File: config.mk
export PLATFORM = sky130hd
export DESIGN_NAME = dma_write_engine_flat
export DESIGN_NICKNAME = d
export VERILOG_FILES = /design/src/rtl/dma_write_engine_if.sv /design/src/rtl/dma_write_engine.sv /design/src/flat_wrapper.sv
export SDC_FILE = /design/constraint.sdc
export NUM_CORES = 1
export LEC_CHECK = 0
export BUFFER_PORTS_ARGS = -buffer_cell sky130_fd_sc_hd__buf_2
export CAP_MARGIN = 10
export CORE_MARGIN = 2
export CORE_UTILIZATION = 50
export CTS_CLUSTER_DIAMETER = 100
export DETAILED_ROUTE_END_ITERATION = 10
export GPL_TIMING_DRIVEN = 0
export PLACE_DENSITY_LB_ADDON = 0.25
export SYNTH_ARGS = -nofsm -noshare
export SYNTH_HDL_FRONTEND = slang
export SYNTH_SLANG_ARGS = --single-unit
export TNS_END_PERCENT = 10
File: constraint.sdc
create_clock -name clk -period 3.1 [get_ports clk]
set_input_delay 0.155 -clock clk [delete_from_list [all_inputs] [get_ports clk]]
set_output_delay 0.155 -clock clk [all_outputs]
set_load 0.03 [all_outputs]
File: src/rtl/dma_write_engine_if.sv
`default_nettype none
// ============================================================================
// Module      : dma_write_engine_if
// Description : Control, FIFO read-port and AXI4-Lite write-channel bundle
//               for the DMA write engine. The master modport is the engine
//               side; the slave modport is the controller/FIFO/AXI side.
// Revision    : 1.0 - initial release
// ============================================================================
interface dma_write_engine_if #(
  parameter int ADDR_W = 32,
  parameter int LEN_W  = 16
);
  // Control from the DMA sequencer
  logic              start;
  logic [ADDR_W-1:0] dst_addr;
  logic [LEN_W-1:0]  word_count;
  logic              busy;
  logic              done;
  logic              error;

  // FIFO read port
  logic              fifo_rd_en;
  logic [31:0]       fifo_read_data;
  logic              fifo_empty;

  // AXI4-Lite write address channel
  logic [ADDR_W-1:0] m_axi_awaddr;
  logic [2:0]        m_axi_awprot;
  logic              m_axi_awvalid;
  logic              m_axi_awready;

  // AXI4-Lite write data channel
  logic [31:0]       m_axi_wdata;
  logic [3:0]        m_axi_wstrb;
  logic              m_axi_wvalid;
  logic              m_axi_wready;

  // AXI4-Lite write response channel
  logic [1:0]        m_axi_bresp;
  logic              m_axi_bvalid;
  logic              m_axi_bready;

  modport master (
    input  start, dst_addr, word_count,
    output busy, done, error,
    output fifo_rd_en,
    input  fifo_read_data, fifo_empty,
    output m_axi_awaddr, m_axi_awprot, m_axi_awvalid,
    input  m_axi_awready,
    output m_axi_wdata, m_axi_wstrb, m_axi_wvalid,
    input  m_axi_wready,
    input  m_axi_bresp, m_axi_bvalid,
    output m_axi_bready
  );

  modport slave (
    output start, dst_addr, word_count,
    input  busy, done, error,
    input  fifo_rd_en,
    output fifo_read_data, fifo_empty,
    input  m_axi_awaddr, m_axi_awprot, m_axi_awvalid,
    output m_axi_awready,
    input  m_axi_wdata, m_axi_wstrb, m_axi_wvalid,
    output m_axi_wready,
    output m_axi_bresp, m_axi_bvalid,
    input  m_axi_bready
  );
endinterface
`default_nettype wire

File: src/rtl/dma_write_engine.sv
`default_nettype none
// ============================================================================
// Module      : dma_write_engine
// Description : Drains 32-bit words from the DMA data FIFO and writes them to
//               consecutive destination addresses as single-beat AXI4-Lite
//               writes, one beat outstanding at a time.
// Revision    : 1.0 - initial release
// ============================================================================
module dma_write_engine #(
  parameter int ADDR_W = 32,
  parameter int LEN_W  = 16
) (
  input  logic             clk,
  input  logic             reset,
  dma_write_engine_if.master bus
);

  localparam logic [ADDR_W-1:0] c_ADDR_STEP = ADDR_W'(4);
  localparam logic [LEN_W-1:0]  c_ONE       = LEN_W'(1);
  localparam logic [1:0]        c_RESP_OKAY = 2'b00;

  typedef enum logic [2:0] {
    S_IDLE      = 3'd0,
    S_POP       = 3'd1,
    S_WAIT_DATA = 3'd2,
    S_XFER      = 3'd3,
    S_RESP      = 3'd4,
    S_DONE      = 3'd5
  } state_t;

  state_t            r_state;
  logic [ADDR_W-1:0] r_addr;
  logic [LEN_W-1:0]  r_remaining;
  logic [31:0]       r_wdata;
  logic              r_busy;
  logic              r_done;
  logic              r_error;
  logic              r_awvalid;
  logic              r_wvalid;
  logic              r_bready;
  logic              r_aw_done;
  logic              r_w_done;

  logic              w_pop;
  logic              w_aw_hs;
  logic              w_w_hs;
  logic              w_aw_complete;
  logic              w_w_complete;
  logic              w_b_hs;
  logic              w_last;

  // The pop strobe is decoded from the registered state so that read data is
  // valid in WAIT_DATA, one cycle after the strobe, matching the FIFO latency.
  assign w_pop         = (r_state == S_POP) && !bus.fifo_empty;
  assign w_aw_hs       = r_awvalid && bus.m_axi_awready;
  assign w_w_hs        = r_wvalid && bus.m_axi_wready;
  assign w_aw_complete = r_aw_done || w_aw_hs;
  assign w_w_complete  = r_w_done || w_w_hs;
  assign w_b_hs        = r_bready && bus.m_axi_bvalid;
  assign w_last        = (r_remaining == c_ONE);

  // Transfer sequencer: one FIFO word per AXI beat, registered handshake outputs
  always_ff @(posedge clk or posedge reset) begin
    if (reset) begin
      r_state     <= S_IDLE;
      r_addr      <= '0;
      r_remaining <= '0;
      r_wdata     <= '0;
      r_busy      <= 1'b0;
      r_done      <= 1'b0;
      r_error     <= 1'b0;
      r_awvalid   <= 1'b0;
      r_wvalid    <= 1'b0;
      r_bready    <= 1'b0;
      r_aw_done   <= 1'b0;
      r_w_done    <= 1'b0;
    end else begin
      r_done <= 1'b0;
      unique case (r_state)
        S_IDLE: begin
          if (bus.start) begin
            r_addr      <= bus.dst_addr;
            r_remaining <= bus.word_count;
            r_error     <= 1'b0;
            if (bus.word_count == '0) begin
              r_done  <= 1'b1;
              r_state <= S_DONE;
            end else begin
              r_busy  <= 1'b1;
              r_state <= S_POP;
            end
          end
        end

        S_POP: begin
          if (!bus.fifo_empty) begin
            r_state <= S_WAIT_DATA;
          end
        end

        S_WAIT_DATA: begin
          r_wdata   <= bus.fifo_read_data;
          r_awvalid <= 1'b1;
          r_wvalid  <= 1'b1;
          r_aw_done <= 1'b0;
          r_w_done  <= 1'b0;
          r_state   <= S_XFER;
        end

        S_XFER: begin
          // Each channel retires on its own handshake; the response phase
          // starts only once both address and data have been accepted.
          if (w_aw_hs) begin
            r_awvalid <= 1'b0;
            r_aw_done <= 1'b1;
          end
          if (w_w_hs) begin
            r_wvalid <= 1'b0;
            r_w_done <= 1'b1;
          end
          if (w_aw_complete && w_w_complete) begin
            r_bready <= 1'b1;
            r_state  <= S_RESP;
          end
        end

        S_RESP: begin
          if (w_b_hs) begin
            r_bready <= 1'b0;
            if (bus.m_axi_bresp != c_RESP_OKAY) begin
              // Slave or decode error aborts the remainder of the job.
              r_error <= 1'b1;
              r_busy  <= 1'b0;
              r_done  <= 1'b1;
              r_state <= S_DONE;
            end else begin
              r_remaining <= r_remaining - c_ONE;
              r_addr      <= r_addr + c_ADDR_STEP;
              if (w_last) begin
                r_busy  <= 1'b0;
                r_done  <= 1'b1;
                r_state <= S_DONE;
              end else begin
                r_state <= S_POP;
              end
            end
          end
        end

        S_DONE: begin
          r_state <= S_IDLE;
        end

        default: begin
          r_state <= S_IDLE;
        end
      endcase
    end
  end

  assign bus.busy          = r_busy;
  assign bus.done          = r_done;
  assign bus.error         = r_error;
  assign bus.fifo_rd_en    = w_pop;
  assign bus.m_axi_awaddr  = r_addr;
  assign bus.m_axi_awprot  = 3'b000;
  assign bus.m_axi_awvalid = r_awvalid;
  assign bus.m_axi_wdata   = r_wdata;
  assign bus.m_axi_wstrb   = 4'hF;
  assign bus.m_axi_wvalid  = r_wvalid;
  assign bus.m_axi_bready  = r_bready;

endmodule
`default_nettype wire
File: src/flat_wrapper.sv
// flat-port wrapper written by rule: the top's interface ports become plain ports
module dma_write_engine_flat 
#(
  parameter int ADDR_W = 32,
  parameter int LEN_W  = 16
)
  (clk, reset, bus_start, bus_dst_addr, bus_word_count, bus_busy, bus_done, bus_error, bus_fifo_rd_en, bus_fifo_read_data, bus_fifo_empty, bus_m_axi_awaddr, bus_m_axi_awprot, bus_m_axi_awvalid, bus_m_axi_awready, bus_m_axi_wdata, bus_m_axi_wstrb, bus_m_axi_wvalid, bus_m_axi_wready, bus_m_axi_bresp, bus_m_axi_bvalid, bus_m_axi_bready);
  dma_write_engine_if #(.ADDR_W(ADDR_W), .LEN_W(LEN_W)) bus_i ();
  input  logic clk;
  input  logic reset;
  input wire logic [$bits(bus_i.start)-1:0] bus_start;
  input wire logic [$bits(bus_i.dst_addr)-1:0] bus_dst_addr;
  input wire logic [$bits(bus_i.word_count)-1:0] bus_word_count;
  output wire logic [$bits(bus_i.busy)-1:0] bus_busy;
  output wire logic [$bits(bus_i.done)-1:0] bus_done;
  output wire logic [$bits(bus_i.error)-1:0] bus_error;
  output wire logic [$bits(bus_i.fifo_rd_en)-1:0] bus_fifo_rd_en;
  input wire logic [$bits(bus_i.fifo_read_data)-1:0] bus_fifo_read_data;
  input wire logic [$bits(bus_i.fifo_empty)-1:0] bus_fifo_empty;
  output wire logic [$bits(bus_i.m_axi_awaddr)-1:0] bus_m_axi_awaddr;
  output wire logic [$bits(bus_i.m_axi_awprot)-1:0] bus_m_axi_awprot;
  output wire logic [$bits(bus_i.m_axi_awvalid)-1:0] bus_m_axi_awvalid;
  input wire logic [$bits(bus_i.m_axi_awready)-1:0] bus_m_axi_awready;
  output wire logic [$bits(bus_i.m_axi_wdata)-1:0] bus_m_axi_wdata;
  output wire logic [$bits(bus_i.m_axi_wstrb)-1:0] bus_m_axi_wstrb;
  output wire logic [$bits(bus_i.m_axi_wvalid)-1:0] bus_m_axi_wvalid;
  input wire logic [$bits(bus_i.m_axi_wready)-1:0] bus_m_axi_wready;
  input wire logic [$bits(bus_i.m_axi_bresp)-1:0] bus_m_axi_bresp;
  input wire logic [$bits(bus_i.m_axi_bvalid)-1:0] bus_m_axi_bvalid;
  output wire logic [$bits(bus_i.m_axi_bready)-1:0] bus_m_axi_bready;
  assign bus_i.start = bus_start;
  assign bus_i.dst_addr = bus_dst_addr;
  assign bus_i.word_count = bus_word_count;
  assign bus_busy = bus_i.busy;
  assign bus_done = bus_i.done;
  assign bus_error = bus_i.error;
  assign bus_fifo_rd_en = bus_i.fifo_rd_en;
  assign bus_i.fifo_read_data = bus_fifo_read_data;
  assign bus_i.fifo_empty = bus_fifo_empty;
  assign bus_m_axi_awaddr = bus_i.m_axi_awaddr;
  assign bus_m_axi_awprot = bus_i.m_axi_awprot;
  assign bus_m_axi_awvalid = bus_i.m_axi_awvalid;
  assign bus_i.m_axi_awready = bus_m_axi_awready;
  assign bus_m_axi_wdata = bus_i.m_axi_wdata;
  assign bus_m_axi_wstrb = bus_i.m_axi_wstrb;
  assign bus_m_axi_wvalid = bus_i.m_axi_wvalid;
  assign bus_i.m_axi_wready = bus_m_axi_wready;
  assign bus_i.m_axi_bresp = bus_m_axi_bresp;
  assign bus_i.m_axi_bvalid = bus_m_axi_bvalid;
  assign bus_m_axi_bready = bus_i.m_axi_bready;
  dma_write_engine #(.ADDR_W(ADDR_W), .LEN_W(LEN_W)) u_core (.clk(clk), .reset(reset), .bus(bus_i));
endmodule
### Yosys cells after proc, flatten, opt, wreduce, memory -nomap -nowiden

Index checks and enable logic that the tools add are counted.

* logic and storage cells: 93
* input port bits: 89
* flip-flop bits (word level): 91
* output and inout bits: 78

* $add $sub $neg: 2
* mux-type cells: 43
* eq/ne operators: 15
* reductions and logical operators: 21

Operators with widths (number)
* 32-bit 2-to-1 mux: 3
* 32-bit one-hot mux with 2 select lines: 1
* 16-bit 2-to-1 mux: 3
* 32-bit by 3-bit adder with 32-bit output (second input constant): 1
* 16-bit one-hot mux with 2 select lines: 1
* 3-bit 2-to-1 mux: 7
* 1-bit 2-to-1 mux: 19
* 16-bit by 1-bit == test with 1-bit output (second input constant): 1
* 16-bit zero test: 1
* 1-bit one-hot mux with 2 select lines: 8
* 16-bit by 1-bit subtractor with 16-bit output (second input constant): 1
* 3-bit one-hot mux with 5 select lines: 1
* 4-bit AND reduction: 3
* 2-bit by 1-bit inequality test with 1-bit output (second input constant): 5
* 2-bit inequality test (second input constant): 4
* 2-bit nonzero test: 4
* 3-bit by 2-bit == test with 1-bit output (second input constant): 2
* 1-bit logical AND: 5
* 5-bit AND reduction: 1
* 2-bit AND reduction: 2
* 3-bit by 1-bit == test with 1-bit output (second input constant): 1
* 3-bit == test (second input constant): 1
* 3-bit zero test: 1
* 3-bit by 1-bit inequality test with 1-bit output (second input constant): 1
* other kinds (3): 4

### Longest topological paths before layout

Gate-level depths: netlist (run 1).

* depth after elaboration: 5
* gate-level depth with buffers: 9
* gate-level depth less buffers: 7

### Worst setup path after synthesis (run 1)

No wires, ideal clock.

* path type: register -> register
* start: register u_core.r_remaining[0]
* end: register u_core.r_remaining[14]
* path buffers: 0
* setup time: 0.121 ns
* clock period less this slack: 2.127 ns
* data required time: 2.979 ns
* path slack: 0.973 ns
* arrival time: 2.006 ns
* stages on the path, launching flop included: 8
* cell sequence: dfrtp_1 inv_1 ha_1 or4b_4 or3_4 nor3_4 a31oi_1 o22a_1

* word-level cells in the longest chain between the ends: 4

Ends and longest elaborated chain
* start: declaration: RTL line dma_write_engine.sv:33 `logic [LEN_W-1:0] r_remaining;`
* start signal: assignment: RTL line dma_write_engine.sv:83 `r_remaining <= bus.word_count;`
* start signal: assignment: RTL line dma_write_engine.sv:137 `r_remaining <= r_remaining - c_ONE;`
* 16-bit by 1-bit subtractor with 16-bit output: RTL line dma_write_engine.sv:137
* 16-bit 2-to-1 mux: RTL line dma_write_engine.sv:130 `if (bus.m_axi_bresp != c_RESP_OKAY) begin`
* 16-bit 2-to-1 mux: RTL line dma_write_engine.sv:128 `if (w_b_hs) begin`
* 16-bit one-hot mux with 2 select lines: RTL line dma_write_engine.sv:79 `unique case (r_state)`

No other way between the ends. The select of a mux whose other input is x is not followed.
A chain may end at the register's enable or synchronous reset.

### Worst setup path after layout (run 1)

* start: register u_core.r_remaining[0]
* end: register u_core.r_remaining[12]

Same word-level chain as after synthesis.

==> results by group, run 1 <==
Synthesis
  – Avg Cell Area, Syn: 9.488 sq um
  – Count leader, synth: dfrtp_1
  – Post-Syn Area: 0.004915 sq mm
  – Post-Synth Adder-Cell Area: 0.007637
  – Largest family of logic cells by synthesized area: simple AND/OR/NAND/NOR gates
  – Post-synth EDFFs: 0
  – Synth area leaders: dfrtp_1, mux2_2, a21oi_1, nor2_1, o21ai_0
  – Seq cells post-synth: 91
  – Main synth FF type: dfrtp_1
  – Post-synthesis sequential area ratio: 0.4633
  – XOR/XNOR share of the synthesized area: 0.001782
  – Synth cell count leaders: dfrtp_1, nor2_1, a21oi_1, nand2_1
  – Synth unique cells: 58
  – Area leader, netlist: dfrtp_1
  – Gate Count Post-Synth: 518
  – Ys Warns: 0
  – Mux contribution to synthesized area: 0.08147
  – Post-synthesis simple-gate area fraction: 0.2118
  – Area share of the largest cell type after synthesis: 0.4633
  – Synth Area in Compound Gates: 0.1871
  – Ys async rst share: 1.000

Worst setup path
  – Setup crit start: u_core.r_remaining[0]
  – Worst r2r src: u_core.r_remaining[0]
  – Critical Path End Type: flop
  – WP data arrival: 2720 ps
  – CP Class: reg -> reg
  – Reg2reg end: u_core.r_remaining[12]
  – Worst Path Buf+Inv: 1
  – Max incr delay on CP: 570 ps
  – R2R depth: 6
  – Slowest stage cell on the critical path: nor4_1
  – Family with the most delay on the worst path: simple AND/OR/NAND/NOR gates
  – Startpoint Class: flop
  – Reg-to-reg setup timing slack: 640 ps
  – Worst EP required: 3370 ps
  – WP depth: 6
  – Worst-path fanout max: 5
  – CP endpoint: u_core.r_remaining[12]
  – CP Cell Sequence: inv_1 > ha_1 > or4b_4 > nor4_1 > a41oi_1 > o22a_1

Timing
  – Final min period: 2457 ps
  – RSZ-0062 raised after global routing: no
  – Slew @ Worst Pin: 960.6 ps
  – Setup Viol. Count Final: 0
  – Maximum clock rate: 406.9 MHz
  – Final hold slack: 8.087 ps
  – Setup skew after layout: 7.744 ps
  – Final Max Tran Viols: 0
  – Fin crit share: 0.7927
  – Fin. Hold Viols: 0
  – Relative slew slack: 0.3537
  – PnR worst setup slack: 642.5 ps

Pwr
  – Internal Pwr Total: 0.003271 W
  – Total power: 0.006301 W
  – Sw frac: 0.4809
  – Leak Pwr: 2.858 nW
  – Peak supply drop: 0.4219 mV
  – PD cells: 993.0 mW/mm^2
  – Clock Power Share: 0.134
  – Sequential power share: 0.368
  – Sw power: 0.003031 W
  – Comb pwr share: 0.499

Global route
  – Gr usage total: 0.2764
  – First-pass GRT wire length: 22,580 um
  – GRT overflow: 0
  – Vias in the first global route: 4,539
  – Initial antenna violation count: 0
  – Largest net degree at the start of global routing: 47

Clock tree
  – Root buffer selected by CTS: clkbuf_8
  – CTS H-tree depth: 3
  – Post-CTS sizing: 0
  – Clock Sinks: 91
  – CTS tree: built
  – Total setup buffers inserted after CTS: 0
  – Clock buffer depth: 2
  – Hold Buf Count CTS: 15
  – Later-pin clock latency in the skew report: 370 ps
  – TritonCTS Buffers: 9
  – Worst-path clk slew: 100 ps

Route
  – Router iterations before antenna repair: 5
  – Final ANT Viol Nets: 0
  – Routed len/inst: 17.74 um
  – Initial DRC count: 407
  – Routed vias/inst: 5.932
  – Drt total wl: 15,150 um
  – Remaining DRCs: 0
  – Vias: 5,066

Placement
  – Routability Congestion: 0.9159
  – Port bufs: 159
  – Setup WS pre-CTS: 734.6 ps
  – DP Wirelength: 10,540 um
  – Placed Cells: 816

Floorplan
  – Starting density of the core: 0.5099
  – IO Pins: 167
  – Core ar.: 0.009639 sq mm
  – Die area: 0.01064 sq mm
  – Site Rows: 36
  – Die Width: 103.1 um
  – DIE HEIGHT: 103.1 um

Outcome
  – Status: finished clean

Final layout
  – Nets: 808
  – Ratio of cells with drive above 1 in the final layout: 0.3329
  – Ant. Diodes: 0
  – Non-filler cells, final: 854
  – Area delta synth->final: 29.12%

Hold path
  – Hold Path Depth: 2
  – HP Class: in -> reg

Job
  – Max-cap violations: 0
## power groups by stage
stage                     combinational, W  sequential, W  clock, W
after floorplan                    0.00134        0.00311         0
after detailed placement           0.00309        0.00232         0
after global routing               0.00337        0.00240  0.000907
after CTS                          0.00312        0.00230  0.000853
final                              0.00314        0.00232  0.000844
after global placement             0.00303        0.00228         0
## logic make-up after synthesis
kind of cell	Yosys count
other cells	2
flops	91
compound gates	145
mux	36
simple gates	194
fa+ha+maj	3
xor+xnor	1
buf+inv	46
## registers in the layout (all words and copies together), names as in the netlist
name                      flops
u_core.r_w_done               1
u_core.bus.busy               1
u_core.r_aw_done              1
u_core.bus.m_axi_bready       1
u_core.bus.error              1
u_core.bus.done               1
u_core.bus.m_axi_awaddr      32
u_core.bus.m_axi_awvalid      1
u_core.r_remaining           16
u_core.bus.m_axi_wdata       32
u_core.bus.m_axi_wvalid       1
u_core.r_state                3
## per-layer routing
layer	up-vias	global-route usage	part of all wire
met5	-	0	0
met1	2445	0.3776	0.41
met2	267	0.4341	0.49
met4	0	0.1154	0.025
met3	36	0.05220	0.074
li1	2318	-	-
## worst min path at each step
stage	start	endpoint	slack [ps]
2_1_floorplan	bus_dst_addr[0]	u_core.bus.m_axi_awaddr[0]	260
3_5_place_dp	reset	u_core.bus.m_axi_wdata[8]	290
6_report	bus_fifo_read_data[31]	u_core.bus.m_axi_wdata[31]	8
4_1_cts	bus_fifo_read_data[31]	u_core.bus.m_axi_wdata[31]	0.7
3_3_place_gp	bus_dst_addr[0]	u_core.bus.m_axi_awaddr[0]	350
5_1_grt	bus_fifo_read_data[14]	u_core.bus.m_axi_wdata[14]	4
## through the flow
| step | util | instance area, sq um | setup TNS, ps |
|---|---|---|---|
| finish | 0.6584 | 6346 | 0 |
| global route | 0.6584 | 6346 | 0 |
| CTS | 0.6511 | 6276 | 0 |
| detailed placement | 0.6147 | 5926 | 0 |
| global placement | 0.6116 | 5896 | -48520 |
| floorplan | - | 4933 | 0 |
## layout by cell type, fill, tap and decap left out, types with 7 or more instances in the layout
master / Yosys / layout
nand2_1: 40 / 40
dfrtp_1: 91 / 91
clkbuf_8: 0 / 9
nand4_1: 13 / 13
nand3_1: 22 / 22
a31oi_1: 12 / 12
mux2_2: 32 / 32
nor2_1: 53 / 53
and3_1: 7 / 7
o21ai_0: 32 / 32
buf_4: 8 / 8
nor3_1: 13 / 13
a21oi_1: 40 / 40
nor4_1: 13 / 13
buf_2: 15 / 174
clkbuf_1: 16 / 17
o22a_1: 13 / 13
dlygate4sd3_1: 0 / 22
o22ai_1: 8 / 8
conb_1: 2 / 7
a22oi_1: 8 / 8
## final cells by class
class                           instances  area (sq um)
Sequential cell                        91          2277
Buffer                                 40         200.2
Multi-Input combinational cell        386          2434
Clock buffer                           10         127.6
Inverter                                6         25.02
Clock inverter                          6         72.57
Timing Repair Buffer                  182          1044
Tap cell                              133         166.4
Fill cell                             822          3293
(Power assumes the default switching activity.)
==> run 2, diff against run 1 <==
Settings changed: CORE_UTILIZATION 50 to 46.
Clock period 3.1 ns to 2.24 ns, I/O delays scaled along.
==> results by group, run 2 (synthesis gave the netlist of run 1 again) <==
Floorplan
  – Core ar.: 0.01037 sq mm
  – DIE HEIGHT: 107.4 um
  – IO Pins: 167
  – Die Width: 107.4 um
  – Die area: 0.01153 sq mm
  – Starting density of the core: 0.4739
  – Site Rows: 37

Timing
  – Fin crit share: 0.9861
  – Final min period: 2209 ps
  – Final hold slack: 14.17 ps
  – Setup skew after layout: 10.73 ps
  – Final Max Tran Viols: 0
  – PnR worst setup slack: 31.12 ps
  – Relative slew slack: 0.3875
  – Setup Viol. Count Final: 0
  – Maximum clock rate: 452.7 MHz
  – Slew @ Worst Pin: 916.8 ps
  – RSZ-0062 raised after global routing: yes
  – Fin. Hold Viols: 0

Clock tree
  – TritonCTS Buffers: 9
  – Worst-path clk slew: 90 ps
  – Root buffer selected by CTS: clkbuf_8
  – CTS tree: built
  – CTS H-tree depth: 3
  – Later-pin clock latency in the skew report: 380 ps
  – Total setup buffers inserted after CTS: 0
  – Clock buffer depth: 2
  – Clock Sinks: 91

Route
  – Final ANT Viol Nets: 0
  – Router iterations before antenna repair: 5
  – Remaining DRCs: 0
  – Vias: 5,181
  – Routed len/inst: 18.02 um
  – Routed vias/inst: 5.888
  – Initial DRC count: 383
  – Drt total wl: 15,850 um

Global route
  – First-pass GRT wire length: 24,810 um
  – Largest net degree at the start of global routing: 39
  – GRT overflow: 0
  – Vias in the first global route: 5,067
  – Gr usage total: 0.2765
  – Initial antenna violation count: 0

Placement
  – Placed cell area: 0.005943 sq mm
  – DP Wirelength: 11,030 um
  – Port bufs: 159
  – Routability Congestion: 0.9141
  – Setup WS pre-CTS: -101.5 ps

Pwr
  – Clock Power Share: 0.147
  – Sequential power share: 0.360
  – Leak Pwr: 2.974 nW
  – Peak supply drop: 0.7169 mV
  – Sw power: 0.004268 W
  – PD cells: 1350 mW/mm^2
  – Sw frac: 0.4749
  – Internal Pwr Total: 0.004719 W
  – Comb pwr share: 0.493
  – Total power: 0.008987 W

Job
  – Max-cap violations: 0

Worst setup path
  – CP Class: reg -> reg
  – WP data arrival: 2480 ps
  – Worst EP required: 2520 ps
  – Worst-path fanout max: 5
  – Critical Path End Type: flop
  – Startpoint Class: flop

Final layout
  – Commonest non-fill, non-tap cell in the layout: buf_2
  – Most frequent cells in the layout: buf_2, dfrtp_1, nor2_1
  – Ant. Diodes: 0
  – Nets: 831
  – Area delta synth->final: 35.46%
  – Fin util: 0.6420
  – Ratio of cells with drive above 1 in the final layout: 0.3374
  – Post-layout instance area: 0.006658 sq mm

Outcome
  – Status: finished clean

Hold path
  – HP Class: in -> reg
-- run 2: cell types whose count changed in the layout (fill, tap and decap cells not counted), moves of 2 or more --
cell / delta
dlygate4sd3_1: +22
inv_1: -2
nor4_1: -2
buf_12: +2
nor4_2: +2
clkbuf_1: -3
clkbuf_2: +2
-- run 2: final cells by class --
class | instances | area [sq um]
Sequential cell | 91 | 2278
Inverter | 6 | 28.78
Buffer | 40 | 209.0
Clock buffer | 10 | 137.6
Fill cell | 865 | 3712
Timing Repair Buffer | 205 | 1276
Clock inverter | 6 | 93.84
Multi-Input combinational cell | 386 | 2464
Tap cell | 136 | 170.2
-- run 2: critical path, cell delays in order (launching register included) --
cell,delay (ps)
dfrtp_2,470
inv_4,90
ha_4,160
or4b_4,490
or3_4,400
nor3_4,200
a31oi_1,110
o22a_1,200
-- run 2: repair_timing --
item / CTS / global route
endpoints found under the hold margin: 78 / 1
setup endpoints to repair: 4 / 25
resized for setup: 5 / 11
hold buffers: 43 / 1
-- run 2: stage by stage --
step / instances / setup TNS, ps
finish: 880 / 0
global route: 880 / -649.7
CTS: 879 / 0
detailed placement: 820 / -270.1
global placement: 818 / -219.0
floorplan: 523 / 0
-- run 2: metal layers --
layer / track usage / routed length (um) / up-vias
li1: - / - / 2363
met3: 0.03692 / 1044 / 44
met1: 0.3486 / 6345 / 2511
met5: 0 / 0 / -
met2: 0.4751 / 7979 / 263
met4: 0.1209 / 484 / 0
-- run 2: path summary, 6_finish.rpt --
check,start,endpoint,slack (ps),cells past startpoint
worst max-delay path,u_core.r_remaining[0],u_core.r_remaining[14],30,7
worst min-delay path,bus_dst_addr[27],u_core.bus.m_axi_awaddr[27],10,3
worst max register to register,u_core.r_remaining[0],u_core.r_remaining[14],30,7
worst min register to register,u_core.bus.m_axi_awaddr[0],u_core.bus.m_axi_awaddr[0],490,2
max in group asynchronous,reset,u_core.r_remaining[0],1120,4
min in group asynchronous,reset,u_core.bus.m_axi_wdata[22],460,3
-- run 2: power by group through the flow --
stage                     registers [W]  clock network, W  logic (W)
after global routing            0.00335           0.00139    0.00474
final                           0.00323           0.00132    0.00443
after CTS                       0.00319           0.00132    0.00439
after detailed placement        0.00321                 0    0.00430
after global placement          0.00317                 0    0.00420
after floorplan                 0.00430                 0    0.00186
